**src/rtl/writeback_stage.sv**
```systemverilog
// WB stage of the 5-stage core: MEM/WB pipeline register, result select, load
// alignment/extension and the register-file write port with a retired counter.
module writeback_stage #(
  parameter int XLEN  = 32,
  parameter int CNT_W = 64
) (
  input  logic             clock,
  input  logic             reset,
  input  logic             stall,
  input  logic             flush,
  input  logic             in_valid,
  input  logic             in_reg_write,
  input  logic [4:0]       in_rd,
  input  logic [1:0]       in_wb_sel,
  input  logic [XLEN-1:0]  in_alu_result,
  input  logic [XLEN-1:0]  in_pc_plus4,
  input  logic [XLEN-1:0]  in_load_word,
  input  logic [2:0]       in_funct3,
  output logic             write_enable,
  output logic [4:0]       addr_rd,
  output logic [XLEN-1:0]  data_rd,
  output logic             wb_valid,
  output logic             load_fault,
  output logic [CNT_W-1:0] retired
);

  localparam logic [1:0] WB_LOAD = 2'd1;
  localparam logic [1:0] WB_PC4  = 2'd2;

  logic             valid_q, valid_d;
  logic             reg_write_q, reg_write_d;
  logic [4:0]       rd_q, rd_d;
  logic [1:0]       wb_sel_q, wb_sel_d;
  logic [XLEN-1:0]  alu_q, alu_d;
  logic [XLEN-1:0]  pc4_q, pc4_d;
  logic [XLEN-1:0]  load_q, load_d;
  logic [2:0]       funct3_q, funct3_d;
  logic [CNT_W-1:0] retired_q, retired_d;
  logic             retire;

  // Flush beats stall; a flushed bubble clears every field.
  always_comb begin
    valid_d     = valid_q;
    reg_write_d = reg_write_q;
    rd_d        = rd_q;
    wb_sel_d    = wb_sel_q;
    alu_d       = alu_q;
    pc4_d       = pc4_q;
    load_d      = load_q;
    funct3_d    = funct3_q;
    if (flush) begin
      valid_d     = 1'b0;
      reg_write_d = 1'b0;
      rd_d        = '0;
      wb_sel_d    = '0;
      alu_d       = '0;
      pc4_d       = '0;
      load_d      = '0;
      funct3_d    = '0;
    end else if (!stall) begin
      valid_d     = in_valid;
      reg_write_d = in_reg_write;
      rd_d        = in_rd;
      wb_sel_d    = in_wb_sel;
      alu_d       = in_alu_result;
      pc4_d       = in_pc_plus4;
      load_d      = in_load_word;
      funct3_d    = in_funct3;
    end
    // The held instruction leaves WB when it is replaced or flushed away.
    retire    = valid_q & (~stall | flush);
    retired_d = retired_q + CNT_W'(retire);
  end

  always_ff @(posedge clock) begin
    if (reset) begin
      valid_q     <= 1'b0;
      reg_write_q <= 1'b0;
      rd_q        <= '0;
      wb_sel_q    <= '0;
      alu_q       <= '0;
      pc4_q       <= '0;
      load_q      <= '0;
      funct3_q    <= '0;
      retired_q   <= '0;
    end else begin
      valid_q     <= valid_d;
      reg_write_q <= reg_write_d;
      rd_q        <= rd_d;
      wb_sel_q    <= wb_sel_d;
      alu_q       <= alu_d;
      pc4_q       <= pc4_d;
      load_q      <= load_d;
      funct3_q    <= funct3_d;
      retired_q   <= retired_d;
    end
  end

  logic [1:0]      boff;
  logic [7:0]      ld_byte;
  logic [15:0]     ld_half;
  logic [XLEN-1:0] load_val;
  logic            misaligned;
  logic            illegal;
  logic [XLEN-1:0] result;

  always_comb begin
    boff       = alu_q[1:0];
    ld_byte    = load_q[8*boff +: 8];
    ld_half    = boff[1] ? load_q[31:16] : load_q[15:0];
    load_val   = '0;
    misaligned = 1'b0;
    illegal    = 1'b0;
    case (funct3_q)
      3'd0: load_val = {{(XLEN-8){ld_byte[7]}}, ld_byte};
      3'd1: begin
        load_val   = {{(XLEN-16){ld_half[15]}}, ld_half};
        misaligned = boff[0];
      end
      3'd2: begin
        load_val   = load_q;
        misaligned = (boff != 2'd0);
      end
      3'd4: load_val = {{(XLEN-8){1'b0}}, ld_byte};
      3'd5: begin
        load_val   = {{(XLEN-16){1'b0}}, ld_half};
        misaligned = boff[0];
      end
      default: illegal = 1'b1;
    endcase

    load_fault = valid_q & (wb_sel_q == WB_LOAD) & (misaligned | illegal);

    // Reserved select 3 falls through to the ALU result.
    case (wb_sel_q)
      WB_LOAD: result = load_val;
      WB_PC4:  result = pc4_q;
      default: result = alu_q;
    endcase

    data_rd      = load_fault ? '0 : result;
    write_enable = valid_q & reg_write_q & (rd_q != 5'd0) & ~load_fault;
    addr_rd      = rd_q;
    wb_valid     = valid_q;
    retired      = retired_q;
  end

endmodule

```
**config.mk**
```make
export PLATFORM = sky130hd
export DESIGN_NAME = writeback_stage
export DESIGN_NICKNAME = d
export VERILOG_FILES = /design/src/rtl/writeback_stage.sv
export SDC_FILE = /design/constraint.sdc
export NUM_CORES = 1
export LEC_CHECK = 0
export ABC_AREA = 1
export CORE_MARGIN = 3
export CORE_UTILIZATION = 40
export DETAILED_ROUTE_END_ITERATION = 8
export GPL_TIMING_DRIVEN = 0
export PLACE_DENSITY_LB_ADDON = 0.08
export SLEW_MARGIN = 10
export SYNTH_ARGS = -nofsm -noshare
export SYNTH_HDL_FRONTEND = slang
export SYNTH_SLANG_ARGS = --single-unit
export TNS_END_PERCENT = 30
```
**constraint.sdc**
```tcl
create_clock -name clock -period 2.7 [get_ports clock]
set_input_delay 0.54 -clock clock [delete_from_list [all_inputs] [get_ports clock]]
set_output_delay 0.54 -clock clock [all_outputs]
set_load 0.03 [all_outputs]
```
==> impl_metrics.ini, run 1 <==
[run_status]
status = finished clean

[synth]
syn_area_sq_mm = 0.00883
yosys.cell_count.top_type = nand2_1
synthTopCellsByCount = nand2_1, a21oi_1, dfxtp_1
ys.flop_type = dfxtp_1
async_reset_ff_share_pct = 0
synthTopCellsByArea = dfxtp_1, nand2_1, a21oi_1
synth_top_area_cell = dfxtp_1
syn_inst = 1379
synth_edf_count = 0
ys_ff_latch = 172
ys.warnings.count = 0
yosysUniqueCellTypes = 33
syn_avg_cell_area_sq_um = 6.41
synth_seq_area_share_pct = 39.0
syn_nets = 1495
synth_top_area_share_pct = 39.0

[placed_design]
io_buffers = 214
dp_slack_ns = -0.657
place.gp.congestion = 0.941
dp_cells = 1868
place_area_sq_mm = 0.0113
hpwl_um = 25000

[worst_setup_path]
cp-end-kind = output port
worst_path_most_repeated_cell = nand2_1
path_max_fanout = 8
max_stage_delay_ns = 0.40
cp.required_ns = 2.16
critPathBufInv = 4
cp.arrival_ns = 2.13
critical_path_class = reg -> out
slowest_stage = dfxtp_4
startpoint_type = register
crit_family = buffers and inverters
crit_chain = inv_2 -> nor3_4 -> buf_4 -> buf_6 -> nand2_1 -> o211ai_1 -> nand2_1 -> a21oi_2 -> clkbuf_4

[layout]
multi_input_area_sq_mm = 0.00489
num-fill-cells = 2225
postLayoutCoreUtil_pct = 56.4
area_growth_pct = 36.3
ff_latch_area_sq_mm = 0.00345
layout-drive-gt1-share_pct = 9.69
fin_nets = 1734
antennaDiodeCount = 0
final_cells = 1905
final_cell_area_sq_mm = 0.0120

[routing]
drt-pass1-iter-count = 5
via_per_inst = 5.12
route.met3.wl_um = 2960
final_antenna_net_count = 0
drc = 0
vias = 9756
highest_layer = met5
wl_met2_um = 12900
drt_iter0_drc = 712
wl_um = 32000
routedWlPerCell_um = 16.8
wl_met1_um = 15800

[clock_network]
clock_sinks = 172
cts_tree = yes
clock_latency_ns = 0.43
cts_buffers = 17
root_buffer = clkbuf_16
cts_max_level = 4
clk_path_buf_depth = 2
clk_pin_slew_worst_paths_ns = 0.07

[floorplan]
core-area_sq_mm = 0.0214
std_cell_rows = 53
io_pins = 216
start_util_pct = 41.4
die_area_sq_mm = 0.0239
die_w_um = 155
die_h_um = 155

[sta]
final_hold_viol_count = 0
slew_violations = 0
clock_skew_ns = 0.0125
finalCritPeriodShare_pct = 98.7
rsz0062_at_grt = yes
finalSetupViolCount = 0
setup_ws_ns = 0.0346
worst_pin_slew_ns = 0.793
relSlewSlack_pct = 47.1
max_freq_ghz = 0.375
fin_crit_ns = 2.67

[power]
p_seq_share_pct = 44.5
ir_worst_vdd_mv = 0.358
power_mw = 5.91
switching_power_mw = 1.65
p_comb_share_pct = 14.1
power_frac_clock_pct = 41.4
swShare_pct = 28.0
p_leak_nw = 4.17
internal_power_mw = 4.26
p_per_area_mw_per_mm2 = 491

[grt]
grt_pass1_vias = 9048
grt_pass1_wl_um = 49200
antenna_found_initial = 2
grt_max_degree = 17
overflow = 0
grt.total_usage_pct = 26.0

[min_path]
hold_class = reg -> reg

[flow_run]
maxCapViolCount = 0
-- flip-flops by register name, indices dropped and copies added (netlist names) --
signal and flops:
wb_valid 1, addr_rd 5, funct3_q 3, alu_q 32, wb_sel_q 2, load_q 32, pc4_q 32, reg_write_q 1
retired 64
-- layout by cell type (no fill, tap or decap), types with 8 or more instances in the layout --
cell               n
nand2_2           10
a21oi_1          200
clkdlybuf4s50_1  180
o21ai_0           68
nand3_1           21
buf_2             13
a21oi_2           14
nor2_4             9
or2_0             10
nand4_1           16
buf_4             33
nor2_1           163
inv_1             81
clkbuf_4          10
xor2_1             8
nand2_1          469
clkbuf_16         17
dfxtp_1          170
clkbuf_1          33
a211oi_1          23
-- power groups by stage --
stage          Combinational [mW]  Sequential [mW]  Clock (mW)
3_5_place_dp                0.813             2.69           0
5_1_grt                     0.904             2.63        2.58
3_3_place_gp                0.813             2.69           0
4_1_cts                     0.787             2.63        2.48
2_1_floorplan               0.416             2.68           0
6_report                    0.834             2.63        2.45
-- area by class of cell --
class / count / share of cell area (%)
inverters: 87 / 2.71
well taps: 275 / 2.86
multi-input cells: 1052 / 40.6
repair buffers: 224 / 17.8
plain buffers: 64 / 2.70
flip-flops and latches: 172 / 28.6
clock inverters: 12 / 1.05
clock buffers: 19 / 3.68
-- path summary, 6_finish.rpt --
path | start | depth (start not counted) | endpoint | slack (ns)
min | alu_q[26] | 2 | alu_q[26] | 0.46
min reg2reg | alu_q[26] | 2 | alu_q[26] | 0.46
max | funct3_q[1] | 9 | data_rd[3] | 0.03
max reg2reg | wb_valid | 10 | retired[56] | 0.31
-- stage by stage --
step / hold WS, ns / setup TNS [ns]
final: 0.465 / 0
after global routing: 0.476 / -0.176
after CTS: 0.464 / -0.453
after detailed placement: 0.453 / -25.57
after global placement: 0.450 / -23.94
after floorplan: 0.442 / 0
-- metal layers --
| layer | up-vias | global-route usage, % |
|---|---|---|
| met2 | 375 | 36.1 |
| li1 | 4959 | - |
| met3 | 35 | 6.32 |
| met5 | - | 0 |
| met1 | 4383 | 40.3 |
| met4 | 4 | 5.72 |
-- worst reg2reg max path: stages, from the launching register on --
cell and delay [ns]:
dfxtp_1 0.48, a21boi_0 0.23, ha_2 0.31, ha_4 0.21, nand2_4 0.09, nor2_8 0.20, nand2_4 0.08, inv_1 0.14
nand2_1 0.19, o21ai_0 0.23, a21oi_1 0.08
-- kinds of logic after synthesis --
logic type / count (synthesis) / share of synthesized area [%]
fa+ha+maj: 4 / 0.567
buf+inv: 155 / 6.93
xor+xnor: 10 / 0.992
compound gates: 321 / 19.2
simple gates: 717 / 33.3
flops: 172 / 39.0
-- what timing repair did --
| action | 4_1_cts | 5_1_grt |
|---|---|---|
| gates cloned | 0 | 1 |
| endpoints found under the setup margin | 46 | 45 |
| pin swaps | 1 | 6 |
| hold endpoints to repair | 0 | 0 |
| gates resized for setup | 175 | 105 |
| setup buffers | 1 | 8 |
| hold buffers | 0 | 0 |
No activity file was read; power rests on OpenSTA's default activity.
==> inputs of run 2 (changes only) <==
- CORE_UTILIZATION: 40 -> 30
==> impl_metrics.ini, run 2 (synthesis results as in run 1) <==
[run_status]
status = complete, but fails checks
violations = negative setup slack

[layout]
final_cells = 2018
layout-drive-gt1-share_pct = 10.2
fin_nets = 1736
layout_commonest_cell = nand2_1
largest_reg_flops = 64
num-fill-cells = 3151
postLayoutCoreUtil_pct = 42.4
layout.cells.most_common_list = nand2_1, a21oi_1, clkdlybuf4s50_1
area_growth_pct = 38.4

[placed_design]
dp_slack_ns = -0.644
io_buffers = 214
place.gp.congestion = 0.949
hpwl_um = 27200
dp_cells = 1977

[routing]
final_antenna_net_count = 0
drt_iter0_drc = 679
drt-pass1-iter-count = 8
vias = 9800
via_per_inst = 4.86
drc = 0
routedWlPerCell_um = 17.3
wl_um = 34900

[power]
ir_worst_vdd_mv = 0.325
swShare_pct = 29.9
p_per_area_mw_per_mm2 = 491
switching_power_mw = 1.79
p_leak_nw = 4.20
power_frac_clock_pct = 41.9
p_seq_share_pct = 43.8
internal_power_mw = 4.20
p_comb_share_pct = 14.3
power_mw = 6.00

[grt]
grt_max_degree = 19
antenna_found_initial = 3
grt_pass1_wl_um = 52500
overflow = 0
grt_pass1_vias = 9325
grt.total_usage_pct = 21.6

[clock_network]
clock_sinks = 172
clk_path_buf_depth = 2
clk_pin_slew_worst_paths_ns = 0.08
clock_latency_ns = 0.44
cts_buffers = 17
cts_tree = yes
root_buffer = clkbuf_16
cts_max_level = 4
cts_hold_buf = 0

[floorplan]
die_w_um = 178
die_area_sq_mm = 0.0315
io_pins = 216
std_cell_rows = 62
core-area_sq_mm = 0.0289
start_util_pct = 30.6
die_h_um = 178

[worst_setup_path]
cp-end-kind = output port
cp.required_ns = 2.16
critical_path_class = reg -> out
cp.arrival_ns = 2.19
path_max_fanout = 8
startpoint_type = register

[sta]
max_freq_ghz = 0.367
fin_crit_ns = 2.73
slew_violations = 0
final_hold_viol_count = 0
relSlewSlack_pct = 43.9
rsz0062_at_grt = yes
clock_skew_ns = 0.0201
finalSetupViolCount = 1
finalCritPeriodShare_pct = 101
setup_ws_ns = -0.0255
hold_ws_ns = 0.464
worst_pin_slew_ns = 0.841

[flow_run]
maxCapViolCount = 0

[min_path]
hold_class = reg -> reg
## run 2: area by class of cell
class | count | area [sq um] | share of cell area [%]
sequential | 172 | 3450 | 28.2
inverter | 87 | 330 | 2.70
multi-input combinational | 1052 | 4910 | 40.2
clock buffer | 18 | 439 | 3.59
tap | 384 | 480 | 3.93
timing repair buffer | 224 | 2130 | 17.4
buffer | 66 | 335 | 2.74
antenna | 1 | 2.50 | 0.0205
clock inverter | 14 | 146 | 1.20
## run 2: per-layer routing
layer | wire [um] | share of wire [%] | global-route usage [%] | vias up
met5 | 27 | 0.077 | 0 | -
met3 | 2200 | 6.3 | 4.81 | 29
met4 | 432 | 1.2 | 4.16 | 4
met1 | 17700 | 51 | 32.3 | 4541
met2 | 14600 | 42 | 31.7 | 283
li1 | - | - | - | 4943
## run 2: power by group through the flow
stage               Combinational, mW  Sequential, mW  Clock [mW]
finish                          0.856            2.63        2.51
global route                    0.926            2.64        2.66
CTS                             0.809            2.63        2.56
detailed placement              0.830            2.69           0
global placement                0.831            2.69           0
floorplan                       0.416            2.68           0
## run 2: final timing paths
path                    start          end  slack (ns)  cells after the start
setup / recovery  funct3_q[0]   data_rd[7]       -0.03                     11
hold / removal       alu_q[3]     alu_q[3]        0.46                      2
setup reg to reg     wb_valid  retired[28]        0.31                     10
hold reg to reg      alu_q[3]     alu_q[3]        0.46                      2
## run 2: worst max-delay path, stage by stage (launching register included)
cell and delay, ns:
dfxtp_1 0.33, buf_6 0.16, inv_2 0.08, nor2_4 0.13
buf_4 0.17, o21ai_0 0.11, o21ai_0 0.21, inv_1 0.06
nand2_1 0.07, nand2_1 0.07, a21oi_1 0.15, buf_2 0.21
## run 2: metrics by stage
stage	instance area [sq um]	setup TNS (ns)
final	12200	-0.0255
after global routing	12200	-0.804
after CTS	12000	-0.148
after detailed placement	11500	-30.06
after global placement	11500	-30.04
after floorplan	8840	0
## run 2: what timing repair did
item,CTS,global route
gates cloned,0,3
pin swaps,2,5
setup buffers,2,5
endpoints found under the setup margin,46,39
resized for setup,203,96
